`src/rtl/alu_pkg.sv`:
```
// Shared types for the execute-stage issue control: operation encoding,
// alu_op class constants and latency classes.
package alu_pkg;

    typedef enum logic [5:0] {
        ADD, SUB, SLL, SLT, SLTU, XOR, SRL, SRA, OR, AND,
        MUL, MULH, MULHSU, MULHU, DIV, DIVU, REM, REMU,
        FADD, FSUB, FMUL, FDIV, FSQRT, FMIN, FMAX,
        FSGNJ, FSGNJN, FSGNJX, FEQ, FLT, FLE, FCLASS,
        FMV_X_W, FMV_W_X, FCVT_W_S, FCVT_WU_S, FCVT_S_W, FCVT_S_WU,
        FMADD, FMSUB, FNMSUB, FNMADD, FLW, FSW
    } alu_t;

    localparam logic [2:0] LOAD_STORE = 3'b000;
    localparam logic [2:0] I_TYPE     = 3'b001;
    localparam logic [2:0] B_TYPE     = 3'b010;
    localparam logic [2:0] R_TYPE     = 3'b011;
    localparam logic [2:0] R_FLOAT    = 3'b100;
    localparam logic [2:0] R4_FLOAT   = 3'b101;
    localparam logic [2:0] I_FLOAT    = 3'b110;
    localparam logic [2:0] S_FLOAT    = 3'b111;

    // Prefixed so they do not collide with the MUL/DIV operation names.
    typedef enum logic [2:0] {
        LAT_SINGLE, LAT_MUL, LAT_DIV, LAT_FP, LAT_FMA, LAT_FDIV
    } lat_class_t;

    // Base integer op shared by I-type and base R-type; sra picks SRA on fun3=101.
    function automatic alu_t base_op(input logic [2:0] fun3, input logic sra);
        case (fun3)
            3'b000:  return ADD;
            3'b001:  return SLL;
            3'b010:  return SLT;
            3'b011:  return SLTU;
            3'b100:  return XOR;
            3'b101:  return sra ? SRA : SRL;
            3'b110:  return OR;
            default: return AND;
        endcase
    endfunction

endpackage

```
`src/rtl/alu_decode.sv`:
```
// Combinational decode of alu_op/fun3/fun7 into an operation and latency class.
// FP classes are decoded only when RV32F_EN is defined; otherwise they are illegal.
module alu_decode
    import alu_pkg::*;
(
    input  logic [2:0] alu_op,
    input  logic [2:0] fun3,
    input  logic [6:0] fun7,
    input  logic       rs2_lsb,
    input  logic [1:0] fma_sel,
    output alu_t       op,
    output lat_class_t cls,
    output logic       illegal
);

`ifndef RV32F_EN
    logic unused_fp_inputs;
    assign unused_fp_inputs = ^{rs2_lsb, fma_sel};
`endif

    always_comb begin
        op      = ADD;
        cls     = LAT_SINGLE;
        illegal = 1'b0;
        case (alu_op)
            LOAD_STORE: op = ADD;
            I_TYPE:     op = base_op(fun3, fun7[5]);
            B_TYPE: begin
                case (fun3)
                    3'b000, 3'b001: op = SUB;
                    3'b100, 3'b101: op = SLT;
                    3'b110, 3'b111: op = SLTU;
                    default:        illegal = 1'b1;
                endcase
            end
            R_TYPE: begin
                case (fun7)
                    7'b0000000: op = base_op(fun3, 1'b0);
                    7'b0100000: begin
                        if (fun3 == 3'b000)      op = SUB;
                        else if (fun3 == 3'b101) op = SRA;
                        else                     illegal = 1'b1;
                    end
                    7'b0000001: begin
                        cls = fun3[2] ? LAT_DIV : LAT_MUL;
                        case (fun3)
                            3'b000:  op = MUL;
                            3'b001:  op = MULH;
                            3'b010:  op = MULHSU;
                            3'b011:  op = MULHU;
                            3'b100:  op = DIV;
                            3'b101:  op = DIVU;
                            3'b110:  op = REM;
                            default: op = REMU;
                        endcase
                    end
                    default: illegal = 1'b1;
                endcase
            end
`ifdef RV32F_EN
            R_FLOAT: begin
                cls = LAT_FP;
                case (fun7)
                    7'b0000000: op = FADD;
                    7'b0000100: op = FSUB;
                    7'b0001000: op = FMUL;
                    7'b0001100: begin op = FDIV;  cls = LAT_FDIV; end
                    7'b0101100: begin op = FSQRT; cls = LAT_FDIV; end
                    7'b0010000: begin
                        cls = LAT_SINGLE;
                        case (fun3)
                            3'b000:  op = FSGNJ;
                            3'b001:  op = FSGNJN;
                            3'b010:  op = FSGNJX;
                            default: illegal = 1'b1;
                        endcase
                    end
                    7'b0010100: begin
                        if (fun3 == 3'b000)      op = FMIN;
                        else if (fun3 == 3'b001) op = FMAX;
                        else                     illegal = 1'b1;
                    end
                    7'b1010000: begin
                        cls = LAT_SINGLE;
                        case (fun3)
                            3'b010:  op = FEQ;
                            3'b001:  op = FLT;
                            3'b000:  op = FLE;
                            default: illegal = 1'b1;
                        endcase
                    end
                    7'b1100000: op = rs2_lsb ? FCVT_WU_S : FCVT_W_S;
                    7'b1101000: op = rs2_lsb ? FCVT_S_WU : FCVT_S_W;
                    7'b1110000: begin
                        cls = LAT_SINGLE;
                        if (fun3 == 3'b000)      op = FMV_X_W;
                        else if (fun3 == 3'b001) op = FCLASS;
                        else                     illegal = 1'b1;
                    end
                    7'b1111000: begin op = FMV_W_X; cls = LAT_SINGLE; end
                    default:    illegal = 1'b1;
                endcase
            end
            R4_FLOAT: begin
                cls = LAT_FMA;
                case (fma_sel)
                    2'b00:   op = FMADD;
                    2'b01:   op = FMSUB;
                    2'b10:   op = FNMSUB;
                    default: op = FNMADD;
                endcase
            end
            I_FLOAT: if (fun3 == 3'b010) op = FLW; else illegal = 1'b1;
            S_FLOAT: if (fun3 == 3'b010) op = FSW; else illegal = 1'b1;
`endif
            default: illegal = 1'b1;
        endcase
        if (illegal) begin
            op  = ADD;
            cls = LAT_SINGLE;
        end
    end

endmodule

```
`src/rtl/alu_issue_ctrl.sv`:
```
// Execute-stage issue control: registers the decoded op and sequences
// multi-cycle ops with a latency counter. FP decode enabled by RV32F_EN.
module alu_issue_ctrl
    import alu_pkg::*;
#(
    parameter int MUL_LAT  = 2,
    parameter int DIV_LAT  = 33,
    parameter int FP_LAT   = 3,
    parameter int FMA_LAT  = 4,
    parameter int FDIV_LAT = 16
) (
    input  logic       clk,
    input  logic       reset,
    input  logic       id_valid,
    output logic       id_ready,
    input  logic [2:0] alu_op,
    input  logic [2:0] fun3,
    input  logic [6:0] fun7,
    input  logic       rs2_lsb,
    input  logic [1:0] fma_sel,
    input  logic       kill,
    output alu_t       alu_ctrl,
    output logic       ex_start,
    output logic       ex_valid,
    output logic       illegal
);

    typedef enum logic [1:0] {IDLE, BUSY, DONE} state_t;

    state_t     state;
    logic [5:0] cnt;
    logic [5:0] lat;
    alu_t       dec_op;
    lat_class_t dec_cls;
    logic       dec_illegal;
    logic       accept;

    alu_decode u_dec (
        .alu_op  (alu_op),
        .fun3    (fun3),
        .fun7    (fun7),
        .rs2_lsb (rs2_lsb),
        .fma_sel (fma_sel),
        .op      (dec_op),
        .cls     (dec_cls),
        .illegal (dec_illegal)
    );

    always_comb begin
        lat = 6'd1;
        case (dec_cls)
            LAT_MUL:  lat = 6'(MUL_LAT);
            LAT_DIV:  lat = 6'(DIV_LAT);
            LAT_FP:   lat = 6'(FP_LAT);
            LAT_FMA:  lat = 6'(FMA_LAT);
            LAT_FDIV: lat = 6'(FDIV_LAT);
            default:  lat = 6'd1;
        endcase
    end

    assign accept = id_valid && id_ready;

    always_ff @(posedge clk) begin
        if (reset) begin
            state    <= IDLE;
            cnt      <= '0;
            alu_ctrl <= ADD;
            id_ready <= 1'b1;
            ex_start <= 1'b0;
            ex_valid <= 1'b0;
            illegal  <= 1'b0;
        end else if (kill) begin
            // Flush drops both the in-flight op and any same-cycle accept.
            state    <= IDLE;
            cnt      <= '0;
            id_ready <= 1'b1;
            ex_start <= 1'b0;
            ex_valid <= 1'b0;
            illegal  <= 1'b0;
        end else begin
            ex_start <= 1'b0;
            ex_valid <= 1'b0;
            illegal  <= 1'b0;
            case (state)
                BUSY: begin
                    if (cnt == 6'd0) begin
                        state    <= DONE;
                        ex_valid <= 1'b1;
                        id_ready <= 1'b1;
                    end else begin
                        cnt <= cnt - 6'd1;
                    end
                end
                default: begin
                    if (accept) begin
                        alu_ctrl <= dec_op;
                        if (dec_illegal) begin
                            state    <= IDLE;
                            illegal  <= 1'b1;
                            id_ready <= 1'b1;
                        end else begin
                            ex_start <= 1'b1;
                            if (lat <= 6'd1) begin
                                state    <= DONE;
                                ex_valid <= 1'b1;
                                id_ready <= 1'b1;
                            end else begin
                                state    <= BUSY;
                                cnt      <= lat - 6'd2;
                                id_ready <= 1'b0;
                            end
                        end
                    end else begin
                        state    <= IDLE;
                        id_ready <= 1'b1;
                    end
                end
            endcase
        end
    end

endmodule

```
`config.mk`:
```
export PLATFORM = sky130hd
export DESIGN_NAME = alu_issue_ctrl
export DESIGN_NICKNAME = d
export VERILOG_FILES = /design/src/rtl/alu_pkg.sv /design/src/rtl/alu_decode.sv /design/src/rtl/alu_issue_ctrl.sv
export SDC_FILE = /design/constraint.sdc
export NUM_CORES = 1
export LEC_CHECK = 0
export ABC_CLOCK_PERIOD_IN_PS = 7900
export CORE_MARGIN = 2
export CORE_UTILIZATION = 35
export CTS_CLUSTER_SIZE = 24
export DETAILED_ROUTE_END_ITERATION = 10
export HOLD_SLACK_MARGIN = 0.03
export PLACE_DENSITY = 0.6
export SLEW_MARGIN = 5
export SYNTH_ARGS = -nofsm -noshare
export SYNTH_HDL_FRONTEND = slang
export SYNTH_HIERARCHICAL = 1
export SYNTH_SLANG_ARGS = --single-unit
```
`constraint.sdc`:
```
create_clock -name clk -period 7.9 [get_ports clk]
set_clock_uncertainty 0.05 [all_clocks]
set_input_delay 2.37 -clock clk [delete_from_list [all_inputs] [get_ports clk]]
set_output_delay 2.37 -clock clk [all_outputs]
set_load 0.05 [all_outputs]
```
==> impl_metrics.env <==
export IMPL_outcome="completed"
export IMPL_worst_pin_slew_ps=637
export IMPL_p_leak_nw=0.575
export IMPL_drc=0
export IMPL_stdcell_area_sq_um=1620
export IMPL_post_dp_hpwl_microns=2370
export IMPL_wire_per_inst_microns=13.0
export IMPL_fmax_mhz=199
export IMPL_finalSetupTns_ps=0
export IMPL_grt_max_degree=12
export IMPL_layout_nets=221
export IMPL_r2r_cells=5
export IMPL_gr_total_overflow=0
export IMPL_dp_cells=238
export IMPL_coreArea_sq_um=3610
export IMPL_setup_slack_ps=2870
export IMPL_antenna_found_initial=0
export IMPL_cts_tree="done"
export IMPL_ys_warn_count=6
export IMPL_antenna_left=0
export IMPL_start_util=0.361
export IMPL_synthesis_area_sq_um=1300
export IMPL_clock_sinks=18
export IMPL_place_gp_congestion=0.958
export IMPL_grt_pass1_vias=1268
export IMPL_drv_slew=0
export IMPL_layout_drive_gt1_share=0.0773
export IMPL_final_common_cell="clkdlybuf4s50_1"
export IMPL_numCtsBuffers=3
export IMPL_cts_resized=0
export IMPL_syn_inst=173
export IMPL_p_total_uw=212
export IMPL_avgSynthCellArea_sq_um=7.51
export IMPL_clock_latency_ps=260
export IMPL_yosys_register_bits=18
export IMPL_dieArea_sq_um=4220
export IMPL_hold_class="flop to flop"
export IMPL_setup_viol=0
export IMPL_grt_use_total=0.164
export IMPL_whs_ps=421
export IMPL_rsz0062_at_grt="no"
export IMPL_path_max_fanout=7
export IMPL_clkTransAtPathRegs_ps=70
export IMPL_yosysSeqAreaShare=0.277
export IMPL_ir_drop_mv=0.112
export IMPL_multi_input_area_sq_um=846
export IMPL_drv_cap=0
export IMPL_vias_per_cell=5.47
export IMPL_wl_microns=3140
export IMPL_power_density_nw_per_um2=131
export IMPL_io_buffer_count=26
export IMPL_clockBufferDepth=2
export IMPL_synth_edf_count=0
export IMPL_crit_path_end_kind="flop"
export IMPL_whs_path_depth=2
export IMPL_worst_ep_required_time_ps=8050
export IMPL_fin_cells=242
export IMPL_cts_hold_buf=0
export IMPL_fp_row_count=22
export IMPL_final_core_util=0.450
export IMPL_dr_pass1_iters=4
export IMPL_synthArstFlopShare=0
export IMPL_relSlewSlack=0.574
export IMPL_first_iter_violations=129
export IMPL_die_w_microns=64.9
export IMPL_htreeDepth=1
export IMPL_critical_path_class="input port to flop"
export IMPL_post_route_period_util=0.637
export IMPL_final_cell_mix="26 x clkdlybuf4s50_1, 18 x dfxtp_1, 17 x nand2_1"
export IMPL_vias=1323
export IMPL_n_antenna_cell=0
export IMPL_grt_pass1_wl_microns=5510
export IMPL_die_h_microns=64.9
export IMPL_dpl_cell_area_sq_um=1570
export IMPL_regArea_sq_um=360
export IMPL_hold_viol_final=0
export IMPL_ys_types=52
export IMPL_fillers=359
export IMPL_cp_data_arrival_time_ps=5180
export IMPL_cts_root_buffer="clkbuf_8"
export IMPL_pin_count=30
export IMPL_cp_start_kind="input port"
export IMPL_synthFlopType="dfxtp_1"
export IMPL_period_needed_ps=5030
export IMPL_place_worst_setup_slack_ps=2600
export IMPL_postCtsSetupBuffers=0
export IMPL_area_growth_pct=24.8
-- worst paths after layout --
path | from | end | slack [ps]
max | fun7[1] | cnt[0] | 2870
max reg2reg | state[0] | cnt[0] | 5970
min | cnt[4] | cnt[4] | 420
min reg2reg | cnt[4] | cnt[4] | 420
-- synthesized netlist by cell type, types with 2 or more instances --
library cell	n	area (sq um)
nor2b_1	7	43.8
a31oi_1	4	25.0
buf_2	3	15.0
xor2_1	2	17.5
nor2_2	2	12.5
nor2_1	16	60.1
buf_4	2	15.0
or3_1	3	18.8
ha_1	6	75.1
mux2i_1	2	20.0
inv_1	11	41.3
nand3_1	8	40.0
o21ai_0	9	45.0
dfxtp_1	18	360
o32ai_1	3	26.3
nor4_1	2	12.5
clkbuf_1	4	15.0
a21oi_1	14	70.1
nor3_1	3	15.0
nand2_1	17	63.8
and3_1	2	12.5
nand2b_1	4	25.0
nand4_1	2	12.5
-- kinds of logic (layout without fill, tap and decap cells) --
| group | count (synthesis) | count (layout) | synth area share |
|---|---|---|---|
| adder cells (fa/ha/maj) | 6 | 6 | 0.0577 |
| AO/OA/AOI/OAI | 49 | 49 | 0.262 |
| multiplexers | 3 | 3 | 0.0241 |
| AND/OR/NAND/NOR | 73 | 73 | 0.288 |
| XOR/XNOR | 2 | 2 | 0.0135 |
| other | 1 | 2 | 0.00288 |
| buffers and inverters | 21 | 41 | 0.0751 |
| flip-flops | 18 | 18 | 0.277 |
-- final cells by class --
cell class,instances,share of cell area
Sequential cell,18,0.222
Inverter,11,0.0254
Multi-Input combinational cell,135,0.521
Clock buffer,4,0.0339
Tap cell,48,0.0370
Timing Repair Buffer,26,0.160
-- layer usage --
metal / global-route usage / routed length, microns / vias up
met5: 0 / 0 / -
met3: 0.0486 / 140 / 7
met4: 0.0718 / 63 / 0
met2: 0.278 / 1480 / 24
met1: 0.188 / 1460 / 635
li1: - / - / 657
-- worst max-delay path, cell delays in order --
cell and delay (ps):
clkdlybuf4s50_1 400, nor4_1 490, and3_1 250, nand3_1 180, nor2_1 290, inv_1 110, ha_1 340, a21oi_2 170
o21ai_1 200, a211oi_2 240, a32o_2 140
-- registers in the layout, indices dropped and copies added (netlist names) --
| name | count |
|---|---|
| illegal | 1 |
| cnt | 6 |
| ex_start | 1 |
| state | 2 |
| ex_valid | 1 |
| id_ready | 1 |
| alu_ctrl | 6 |
-- where the power goes --
group          switching, mW  internal, mW  leakage (nW)
Combinational         0.0242        0.0184         0.401
Sequential          0.000742        0.0922         0.146
Clock                 0.0320        0.0443        0.0288
Total                 0.0570         0.155         0.575
No activity file was read; power rests on OpenSTA's default activity.
